**src/rtl/multimode_shift_register.sv**
```systemverilog
// Universal W-bit shift register: hold/shift/rotate/arith-shift/load plus LSB-first serialiser.
// Latency: single ops take effect on the edge that samples en=1; SER runs W further edges.
// Backpressure: busy is high during SER and commands are ignored until done pulses.
module multimode_shift_register #(
  parameter int W  = 8,
  parameter int AW = $clog2(W)
) (
  input  logic          clk,
  input  logic          reset,
  input  logic          en,
  input  logic [2:0]    op,
  input  logic [AW-1:0] amt,
  input  logic [W-1:0]  in,
  input  logic          msb,
  input  logic          lsb,
  output logic [W-1:0]  out,
  output logic          co,
  output logic          zero,
  output logic          busy,
  output logic          done
);

  localparam int CW   = $clog2(W + 1);
  localparam int KMAX = W - 1;

  localparam logic [2:0] OP_HOLD = 3'b000;
  localparam logic [2:0] OP_SHR  = 3'b001;
  localparam logic [2:0] OP_SHL  = 3'b010;
  localparam logic [2:0] OP_LOAD = 3'b011;
  localparam logic [2:0] OP_ROR  = 3'b100;
  localparam logic [2:0] OP_ROL  = 3'b101;
  localparam logic [2:0] OP_ASR  = 3'b110;
  localparam logic [2:0] OP_SER  = 3'b111;

  typedef enum logic {IDLE, SHIFT} state_t;

  state_t         state;
  logic [CW-1:0]  cnt;
  logic [W-1:0]   nxt;
  logic           nco;
  int             k;

  // Amounts past the top bit saturate to W-1 so every op stays well defined
  always_comb begin
    k = (int'(amt) > KMAX) ? KMAX : int'(amt);
  end

  // Next value and shift-out bit for the single-cycle ops; k = 0 leaves both untouched
  always_comb begin
    nxt = out;
    nco = co;
    if (k != 0) begin
      case (op)
        OP_SHR, OP_ASR: begin
          for (int i = 0; i < W; i++) begin
            if (i + k < W)        nxt[i] = out[i + k];
            else if (op == OP_ASR) nxt[i] = out[W-1];
            else                  nxt[i] = msb;
            if (i == k - 1)       nco    = out[i];
          end
        end
        OP_ROR: begin
          for (int i = 0; i < W; i++) begin
            nxt[i] = (i + k < W) ? out[i + k] : out[i + k - W];
            if (i == k - 1) nco = out[i];
          end
        end
        OP_SHL: begin
          for (int i = 0; i < W; i++) begin
            nxt[i] = (i >= k) ? out[i - k] : lsb;
            if (i == W - k) nco = out[i];
          end
        end
        OP_ROL: begin
          for (int i = 0; i < W; i++) begin
            nxt[i] = (i >= k) ? out[i - k] : out[i - k + W];
            if (i == W - k) nco = out[i];
          end
        end
        default: begin
          nxt = out;
          nco = co;
        end
      endcase
    end
  end

  // Command decode while idle, then W self-timed LSB-first shifts for SER
  always_ff @(posedge clk or posedge reset) begin
    if (reset) begin
      state <= IDLE;
      cnt   <= '0;
      out   <= '0;
      co    <= 1'b0;
      busy  <= 1'b0;
      done  <= 1'b0;
    end else begin
      case (state)
        IDLE: begin
          done <= 1'b0;
          if (en) begin
            case (op)
              OP_HOLD: ;
              OP_LOAD: begin
                out <= in;
                co  <= 1'b0;
              end
              OP_SER: begin
                out   <= in;
                co    <= 1'b0;
                busy  <= 1'b1;
                cnt   <= CW'(W);
                state <= SHIFT;
              end
              default: begin
                out <= nxt;
                co  <= nco;
              end
            endcase
          end
        end
        SHIFT: begin
          out <= {msb, out[W-1:1]};
          co  <= out[0];
          cnt <= cnt - CW'(1);
          if (cnt == CW'(1)) begin
            busy  <= 1'b0;
            done  <= 1'b1;
            state <= IDLE;
          end
        end
        default: state <= IDLE;
      endcase
    end
  end

  assign zero = (out == '0);

endmodule

```
**config.mk**
```make
export PLATFORM = sky130hd
export DESIGN_NAME = multimode_shift_register
export DESIGN_NICKNAME = d
export VERILOG_FILES = /design/src/rtl/multimode_shift_register.sv
export SDC_FILE = /design/constraint.sdc
export NUM_CORES = 1
export LEC_CHECK = 0
export CORE_UTILIZATION = 50
export DETAILED_ROUTE_END_ITERATION = 8
export PLACE_DENSITY = 0.73
export SETUP_SLACK_MARGIN = 0.05
export SYNTH_ARGS = -nofsm -noshare
export SYNTH_HDL_FRONTEND = slang
export SYNTH_SLANG_ARGS = --single-unit
```
**constraint.sdc**
```tcl
create_clock -name clk -period 1.95 [get_ports clk]
set_clock_uncertainty 0.05 [all_clocks]
set_input_delay 0.2925 -clock clk [delete_from_list [all_inputs] [get_ports clk]]
set_output_delay 0.2925 -clock clk [all_outputs]
set_load 0.01 [all_outputs]
```
==> flow_metrics.tcl <==
set metrics [dict create \
    critPathMaxFanout 5 \
    cts_made_buffers 3 \
    postRouteAntennaNets 0 \
    powerDensity_nw_per_um2 1000 \
    hold_viol 0 \
    regToRegSetupSlack_ps 30 \
    ys_seq_elements 16 \
    p_total_mw 3.86 \
    antenna_found_initial 0 \
    drt_wl_total_um 9730 \
    netlist_area_um2 2480 \
    io_buffers 30 \
    cp-start-kind "input port" \
    crit_type "in -> reg" \
    route.detailed.drc 0 \
    htreeDepth 1 \
    relSlewSlack 0.560 \
    multiInputGateArea_um2 2110 \
    ff_latch_area_um2 400 \
    place.gp.congestion 1.00 \
    drive_gt1_frac 0.398 \
    fin_crit_sh 1.00 \
    drt_iter0_markers 308 \
    root_buffer "clkbuf_8" \
    synth-edff-count 0 \
    coreArea_um2 4750 \
    clock.fmax_mhz 511 \
    clk_pin_slew_worst_paths_ps 70 \
    postLayoutSetupSlackWorst_ps -8.04 \
    r2r_end "out[3]" \
    hp-class "in -> async" \
    place_area_um2 3400 \
    syn_to_final_growth_pct 55.2 \
    start_util 0.521 \
    dieArea_um2 5240 \
    fp.dieW_um 72.4 \
    grt_usage 0.373 \
    status "finished, violations left" \
    avgSynthCellArea_um2 8.04 \
    tightest_slew_ps 660 \
    vias 3038 \
    yosys_warnings 0 \
    fillers 316 \
    grt_max_degree 17 \
    cts_sinks 16 \
    max_cap_violations 0 \
    drtPass1Iterations 5 \
    grt_pass1_wl_um 14900 \
    cp-end-kind "flop" \
    peakVddDrop_v 0.000836 \
    slew_viol_final 0 \
    grt_setup_unrepaired "true" \
    grt_pass1_vias 3025 \
    ctsHoldBuffers 0 \
    design_area_um2 3840 \
    dpl.hpwl_um 6810 \
    nets 456 \
    syn_inst 308 \
    setup_viol 1 \
    leakagePower_nw 1.68 \
    insertion_delay_ps 260 \
    async_flop_share 1.00 \
    overflow 0 \
    ios 31 \
    vias_per_cell 6.28 \
    diodes 0 \
    worstReg2RegStart "out[5]" \
    worstPathArrival_ps 2040 \
    die_y_um 72.4 \
    wl_per_cell_um 20.1 \
    synthFlopType "dfrtp_1" \
    synthDistinctLibCells 61 \
    synth_nets 346 \
    num_rows 25 \
    ys_seq_area_frac 0.162 \
    clk_path_buf_depth 2 \
    period_minus_slack_ps 1960 \
    cp_data_required_time_ps 2040 \
    cts_tree "yes" \
    violations "setup timing" \
    reg2reg_depth 7 \
]
-- critical path, cell delays in order --
cell	delay (ps)
buf_2	160
inv_8	50
ha_4	310
buf_12	150
mux2i_4	270
mux4_2	290
o22ai_2	70
a311oi_2	350
o21ai_1	90
-- logic make-up after synthesis --
kind of cell	share of synthesized area
simple gates	0.236
compound gates	0.237
buf+inv	0.0889
mux	0.173
fa+ha+maj	0.0960
flops	0.162
xor+xnor	0.00707
-- sequential cells by signal, summed over array words and instances, names as in the netlist --
signal and flops:
busy 1, cnt 4, co 1, done 1, out 8, state 1
-- synthesized netlist by cell type, types with 7 or more instances --
cell type | count | area, um2
a21oi_1 | 18 | 90.1
buf_2 | 11 | 55.1
dfrtp_1 | 16 | 400
ha_1 | 19 | 238
inv_1 | 11 | 41.3
mux2i_1 | 23 | 230
nand2_1 | 52 | 195
nor2_1 | 23 | 86.3
nor2b_1 | 7 | 43.8
nor3_1 | 8 | 40.0
o21ai_0 | 13 | 65.1
o221ai_1 | 7 | 61.3
-- layout make-up --
type                            count  share of cell area
Multi-Input combinational cell    253               0.549
Timing Repair Buffer              131               0.294
Sequential cell                    16               0.104
Tap cell                           67              0.0218
Inverter                           13              0.0166
Clock buffer                        4              0.0143
-- cells in the final DEF (no fill, tap or decap), drive strengths merged, types with 3 or more instances in the layout --
master and instances:
buf 104, nand2 52, clkdlybuf4s50 23, nor2 23, mux2i 23, a21oi 20
ha 19, o21ai 18, dfrtp 16, inv 12, mux4 8, nor2b 8
nor3 8, o221ai 8, nor3b 6, o22ai 6, clkbuf 5, a211oi 5
nand3 4, nand3b 3, a31oi 3, or4 3, nand2b 3, a221oi 3
-- where the power goes --
| part | leakage [nW] | total [mW] | internal [mW] | switching, mW |
|---|---|---|---|---|
| Combinational | 1.45 | 2.94 | 1.43 | 1.51 |
| Sequential | 0.197 | 0.617 | 0.485 | 0.133 |
| Clock | 0.0288 | 0.307 | 0.180 | 0.128 |
-- per-stage QoR --
| step | hold WS, ps | worst slack, ps | utilization | cells | TNS [ps] |
|---|---|---|---|---|---|
| after detailed placement | 452 | -738 | 0.714 | 464 | -5610 |
| after global routing | 449 | -32.9 | 0.809 | 484 | -32.9 |
| final | 374 | -8.04 | 0.809 | 484 | -8.04 |
| after global placement | 447 | -666 | 0.714 | 464 | -5070 |
| after floorplan | 156 | -87.3 | - | 308 | -123 |
| after CTS | 395 | 6.36 | 0.774 | 478 | 0 |
-- how the worst max path moves through the flow --
stage,startpoint,end,cells past startpoint
3_3_place_gp,amt[1],out[3],10
4_1_cts,amt[1],out[3],10
5_1_grt,out[1],out[0],9
6_report,amt[1],out[3],9
3_5_place_dp,amt[1],out[3],10
2_1_floorplan,amt[1],co,9
-- metal layers --
metal  track usage  vias up  routed length [um]
met4         0.179        0                 557
met2         0.631      197                4590
met3        0.0625       62                 837
met1         0.461     1438                3750
met5             0        -                   0
li1              -     1341                   -
-- repair_timing --
item | 4_1_cts | 5_1_grt
gates cloned | 0 | 0
resized for setup | 51 | 35
setup buffers | 11 | 7
endpoints found under the setup margin | 10 | 11
pin swaps | 12 | 12
endpoints found under the hold margin | 0 | 0
No activity file was read; power rests on OpenSTA's default activity.
